**config.mk**
```make
export PLATFORM = sky130hd
export DESIGN_NAME = time_slot_executor
export DESIGN_NICKNAME = d
export VERILOG_FILES = /design/src/rtl/time_slot_executor.sv
export SDC_FILE = /design/constraint.sdc
export NUM_CORES = 1
export LEC_CHECK = 0
export ABC_AREA = 1
export BUFFER_PORTS_ARGS = -buffer_cell sky130_fd_sc_hd__buf_4
export CAP_MARGIN = 0
export CORE_MARGIN = 2
export CORE_UTILIZATION = 25
export DETAILED_ROUTE_END_ITERATION = 16
export PLACE_DENSITY = 0.51
export SLEW_MARGIN = 0
export SYNTH_ARGS = -nofsm -noshare
export SYNTH_HDL_FRONTEND = slang
export SYNTH_SLANG_ARGS = --single-unit
export TNS_END_PERCENT = 100
```
**constraint.sdc**
```tcl
create_clock -name clock -period 2.64 [get_ports clock]
set_input_delay 0.264 -clock clock [delete_from_list [all_inputs] [get_ports clock]]
set_output_delay 0.264 -clock clock [all_outputs]
set_load 0.01 [all_outputs]
```
**src/rtl/time_slot_executor.sv**
```systemverilog
// rtl/time_slot_executor.sv - 4-deep duration FIFO feeding an IDLE/RUN/DONE slot countdown.
// Optional sticky drop flag compiled in with EXEC_OVERFLOW_EN.
module time_slot_executor (
  input  logic       clock,
  input  logic       reset,
  input  logic [7:0] data_in,
  input  logic       data_valid,
  output logic       data_ready,
  input  logic       abort,
  output logic       busy,
  output logic [7:0] remaining,
  output logic       done,
  output logic [2:0] fifo_count,
  output logic [7:0] completed
`ifdef EXEC_OVERFLOW_EN
  ,
  output logic       overflow
`endif
);

  typedef enum logic [1:0] {IDLE, RUN, DONE} state_t;

  state_t     state;
  state_t     state_next;
  logic [7:0] mem [4];
  logic [1:0] wr_ptr;
  logic [1:0] rd_ptr;
  logic       push;
  logic       pop;
  logic [7:0] remaining_next;
  logic [7:0] completed_next;

  // Ready comes from the registered count only, so a full FIFO drops the word even if it pops this edge.
  assign data_ready = (fifo_count < 3'd4);
  assign push       = data_valid && data_ready;

  always_comb begin
    state_next     = state;
    pop            = 1'b0;
    remaining_next = remaining;
    completed_next = completed;
    busy           = 1'b0;
    done           = 1'b0;
    case (state)
      IDLE: begin
        if (fifo_count != 3'd0) begin
          pop            = 1'b1;
          remaining_next = mem[rd_ptr];
          if (mem[rd_ptr] != 8'd0) begin
            state_next = RUN;
          end else begin
            state_next     = DONE;
            completed_next = completed + 8'd1;
          end
        end
      end
      RUN: begin
        busy = 1'b1;
        if (abort) begin
          state_next     = IDLE;
          remaining_next = 8'd0;
        end else begin
          remaining_next = remaining - 8'd1;
          if (remaining == 8'd1) begin
            state_next     = DONE;
            completed_next = completed + 8'd1;
          end
        end
      end
      DONE: begin
        done       = 1'b1;
        state_next = IDLE;
      end
      default: begin
        state_next     = IDLE;
        remaining_next = 8'd0;
      end
    endcase
  end

  always_ff @(posedge clock or posedge reset) begin
    if (reset) begin
      state     <= IDLE;
      remaining <= 8'd0;
      completed <= 8'd0;
    end else begin
      state     <= state_next;
      remaining <= remaining_next;
      completed <= completed_next;
    end
  end

  always_ff @(posedge clock or posedge reset) begin
    if (reset) begin
      for (int i = 0; i < 4; i++) begin
        mem[i] <= 8'd0;
      end
      wr_ptr     <= 2'd0;
      rd_ptr     <= 2'd0;
      fifo_count <= 3'd0;
    end else begin
      if (push) begin
        mem[wr_ptr] <= data_in;
        wr_ptr      <= wr_ptr + 2'd1;
      end
      if (pop) begin
        rd_ptr <= rd_ptr + 2'd1;
      end
      case ({push, pop})
        2'b10:   fifo_count <= fifo_count + 3'd1;
        2'b01:   fifo_count <= fifo_count - 3'd1;
        default: fifo_count <= fifo_count;
      endcase
    end
  end

`ifdef EXEC_OVERFLOW_EN
  always_ff @(posedge clock or posedge reset) begin
    if (reset) begin
      overflow <= 1'b0;
    end else if (data_valid && !data_ready) begin
      overflow <= 1'b1;
    end
  end
`endif

endmodule

```
# Yosys cells after proc, flatten, opt, wreduce, memory -nomap -nowiden
# Cells that the tools add are included.
# op_classes
addsub,6
order_cmp,4
n_eq_ne,10
n_mux,24
bitwise,3
n_reduce_logical,10
# ops
cell,n
2-to-1 mux 8 bit,9
bitwise mux 32 bit,1
one-hot mux 8 bit (3 select lines),1
binary-select mux 8 bit (select 2 bit),1
demux 8 bit (select 2 bit),1
one-hot mux 8 bit (2 select lines),1
"adder 8 x 1 -> 8 bit, second input constant",1
"equality test 8 x 1 -> 1 bit, second input constant",1
2-to-1 mux 2 bit,4
"!= test 2 bit, second input constant",4
nonzero test 8 bit,1
"subtractor 8 x 1 -> 8 bit, second input constant",1
">= comparator 3 bit, second input constant",2
inverter 2 -> 3 bit,2
one-hot mux 3 bit (2 select lines),1
AND reduction 5 bit,1
"adder 2 x 1 -> 2 bit, second input constant",2
"equality test 2 x 1 -> 1 bit, second input constant",2
"equality test 2 bit, second input constant",2
2-to-1 mux 1 bit,4
one-hot mux 2 bit (2 select lines),1
AND reduction 2 bit,2
nonzero test 2 bit,2
"adder 3 x 1 -> 3 bit, second input constant",1
other kinds (8),9
# word_totals
regBits,57
out_inout_bits,22
word_cells,67

# Longest topological paths before layout
# logic_depth
word_depth,8
mapped_depth,13
mapped_depth_nobuf,11

# Least setup slack after synthesis
# OpenSTA, ideal clock, no wires.
# synth_timing
path_kind,flip-flop to flip-flop
startpoint,reg state[0]
endpoint,reg fifo_count[2]
setup_ns,0.131
t_arrival_ns,1.751
path_slack_ns,0.758
stages_incl_launch_ff,10
path_buffers,0
cell_sequence,dfrtp_1 -> nor2_1 -> nand2_1 -> inv_1 -> ha_1 -> inv_1 -> fa_1 -> a21oi_1 -> o21ai_0 -> xor2_1
# synth_between
elab_chain_cells,4
# synth_rtl
element,line,rtl
start: declaration,23,state_t state;
start signal: assignment,87,state <= state_next;
logical NOT 2 bit (*),44,case (state)
2-to-1 mux 1 bit (*),44,
named net pop,29,logic pop;
equality test 2 x 1 -> 1 bit or equality test 2 bit (tied branches),109,"case ({push, pop})"
one-hot mux 3 bit (2 select lines) or nonzero test 2 bit (tied branches),n/a,
end signal: assignment,110,2'b10: fifo_count <= fifo_count + 3'd1;
end signal: assignment,111,2'b01: fifo_count <= fifo_count - 3'd1;
end signal: assignment,112,default: fifo_count <= fifo_count;
end: declaration,13,"output logic [2:0] fifo_count,"
# The timed path passes the listed nets; every way through them passes the cells marked *.
# A chain may end at the register's enable or synchronous reset.

# Worst setup path in the final report
# Same ends and word-level chain as after synthesis.

==> impl_results.md <==
* FFs w/ async S/R, synth at 100%
* Ys flop type: dfrtp_1
* Comb power frac at 41.6%
* FF+latch count, synth at 57
* First-pass GRT wire length at 11300 um
* Int Pwr at 2.94 mW
* Largest net degree at the start of global routing at 25
* Post-Synthesis Cells at 358
* Slowest cell on crit path: dfrtp_1
* Switch Pwr at 1.97 mW
* CP max FO at 4
* Iter 0 DRT Violations at 160
* Mapped Area at 0.00294 mm^2
* Min Tclk post-route at 2.06 ns
* Worst Skew at 0.00711 ns
* Hold slack at 0.239 ns
* Required @ worst endpoint at 2.84 ns
* Reg clk slew, reported paths at 0.06 ns
* Post-synth EDFFs at 0
* Final worst path period share at 78.0%
* Unrepaired setup endpoints after global routing: false
* Arrival time at the worst endpoint at 2.26 ns
* Sequential area share after synthesis at 48.5%
* Share of cells above drive strength 1 at 19.7%
* Status: completed
* Number of global-route vias before repair at 2228
* Share of the synthesized area in the top cell type at 48.5%
* CTS tree: yes
* Post-Route WL at 6890 um
* Setup_tns at 0 ns
* DIE AREA at 0.0126 mm^2
* Max-cap violations at 0
* Initial core utilization at 25.7%
* Routed vias/inst at 4.45
* Drt wl/cell at 12.6 um
* Clock Root Buffer: clkbuf_16
* Worst skew pair latency at 0.32 ns
* Endpoint class of the critical path: flop
* Die height at 112 um
* CP max stage delay at 0.41 ns
* CTS buffer count at 9
* Leading area contributor after synthesis: dfrtp_1
* LEAKAGE at 1.85 nW
* Total GRT Usage at 11.5%
* Clk pwr share at 27.2%
* Critical path launch point type: flop
* Initial antenna violation count at 0
* H-tree levels at 3
* Most frequent CP cell: inv_1
* HPWL after detailed placement at 4800 um
* Fmax at 0.486 GHz
* Synthesized net count at 379
* Slew headroom at 61.2%
* RePlAce Congestion at 0.851
* Pwr/cell area at 1330 mW/mm^2
* Max rail drop VDD at 0.000507 V
* Hold Fails Final Rpt at 0
* Worst min-delay path class: in -> reg
* CTS-repair resized insts at 0
* YS warnings at 0
* Netlist cell types at 26
* Ports at 34
* Port bufs at 33
* Core area at 0.0115 mm^2
* CTS Buffer Depth at 2
* GRT Residual Overflow at 0
* Avg Inst Size Synth at 8.22 um^2
* Clock sink count at 57
* Synth cell count leaders: nand2_1 (121), dfrtp_1 (57), inv_1 (27), nand3_1 (27), o21ai_0 (24)
* Slew @ Worst Pin at 0.581 ns
* Count leader, synth: nand2_1
* Final setup violation count at 0
* # Post-CTS Setup Buffers at 0
* Fillers at 1205
* Antenna-violating nets left at 0
* Synth area leaders: dfrtp_1 (48%), nand2_1 (15%), nand3_1 (4.6%), o21ai_0 (4.1%), inv_1 (3.4%)
* DRT Pass-1 Iters at 4
* Worst Setup Path Type: reg -> reg
* CTS Hold Bufs at 1
* Area Growth Syn to Fin at 25.5%
* Switch share at 40.1%
* DR vias at 2424
* CP cell instances: nor2_1 -> nand2_1 -> inv_1 -> ha_1 -> inv_1 -> fa_1 -> a21oi_1 -> o21ai_0 -> xor2_1
* Post-route DRC at 0
* Row Count at 39
* Slew Viols, Final at 0
* DIE WIDTH at 112 um
* Final nets at 418
* Ant diodes at 0
* Sequential fraction of design power at 31.3%
==> routing by layer <==
layer  track usage [%]  vias to the layer above  wire length, um
li1                  -                     1224                -
met1              15.9                     1142             3310
met2              17.1                       51             3150
met3              3.46                        7              341
met4              3.90                        0               92
met5                 0                        -                0
==> power groups by stage <==
stage                     logic [mW]  clock network, mW  registers (mW)
final                           2.04               1.33            1.54
after floorplan                 1.50                  0            1.50
after global routing            2.33               1.41            1.58
after detailed placement        2.05                  0            1.55
after global placement          2.02                  0            1.53
after CTS                       2.07               1.36            1.54
==> layout make-up <==
type / count / area (um^2) / area share (%)
Tap cell: 143 / 179 / 4.85
Multi-Input combinational cell: 257 / 1330 / 36.0
Sequential cell: 57 / 1430 / 38.6
Inverter: 35 / 134 / 3.63
Timing Repair Buffer: 37 / 280 / 7.59
Clock inverter: 7 / 119 / 3.22
Clock buffer: 9 / 225 / 6.10
==> state kept, by name (all words and copies together), names as in the netlist <==
| signal | count |
|---|---|
| wr_ptr | 2 |
| mem | 32 |
| completed | 8 |
| fifo_count | 3 |
| state | 2 |
| remaining | 8 |
| rd_ptr | 2 |
==> cells by family (layout without fill, tap and decap cells) <==
kind of cell | after synthesis | in the layout | share of synthesized area [%]
xor gates and xnor gates | 14 | 14 | 4.17
and+or+nand+nor | 182 | 182 | 27.8
DFF | 57 | 57 | 48.5
buffers and inverters | 44 | 88 | 6.38
AOI/OAI and AO/OA | 52 | 52 | 9.10
adders and majority gates | 9 | 9 | 4.08
==> worst paths after layout <==
| kind | start | endpoint | slack (ns) | cells past startpoint |
|---|---|---|---|---|
| worst max-delay path | state[0] | fifo_count[2] | 0.58 | 9 |
| worst min-delay path | data_in[2] | mem[10] | 0.24 | 3 |
| worst max register to register | state[0] | fifo_count[2] | 0.58 | 9 |
| worst min register to register | mem[12] | mem[12] | 0.49 | 2 |
| max in group asynchronous | reset | mem[1] | 1.49 | 4 |
| min in group asynchronous | reset | completed[7] | 0.49 | 3 |
==> placed cells by master (no fill, tap or decap), types with 2 or more instances in the layout <==
cell type   instances
dfrtp_1            57
xor2_1              9
bufinv_16           3
o21ai_0            24
inv_2               8
nand2_2             9
o22ai_1             6
ha_1                8
clkinvlp_4          2
a21oi_1             3
nor2_1             12
buf_4              36
nand3_1            27
clkbuf_16           9
nor2_4              2
nand4_1             3
nand3_2             4
inv_1              26
nand2_1           121
nand2_4             2
xnor2_1             5
o21ai_1            19
==> stage by stage <==
step	instances	setup slack (ns)	cell area [um^2]	util [%]	power [mW]
3_3_place_gp	528	0.651	3340	29.1	3.55
5_1_grt	545	0.394	3690	32.2	5.33
3_5_place_dp	528	0.610	3340	29.1	3.60
6_report	545	0.582	3690	32.2	4.91
4_1_cts	545	0.582	3690	32.2	4.97
2_1_floorplan	358	0.758	2940	-	3.01
==> critical path: cells and delay by family (launching register included) <==
kind	cells	cell delay, ns
xor+xnor	1	0.15
compound gates	2	0.25
fa+ha+maj	2	0.52
flops	1	0.41
buf+inv	2	0.18
simple gates	2	0.43
(Power assumes the default switching activity.)
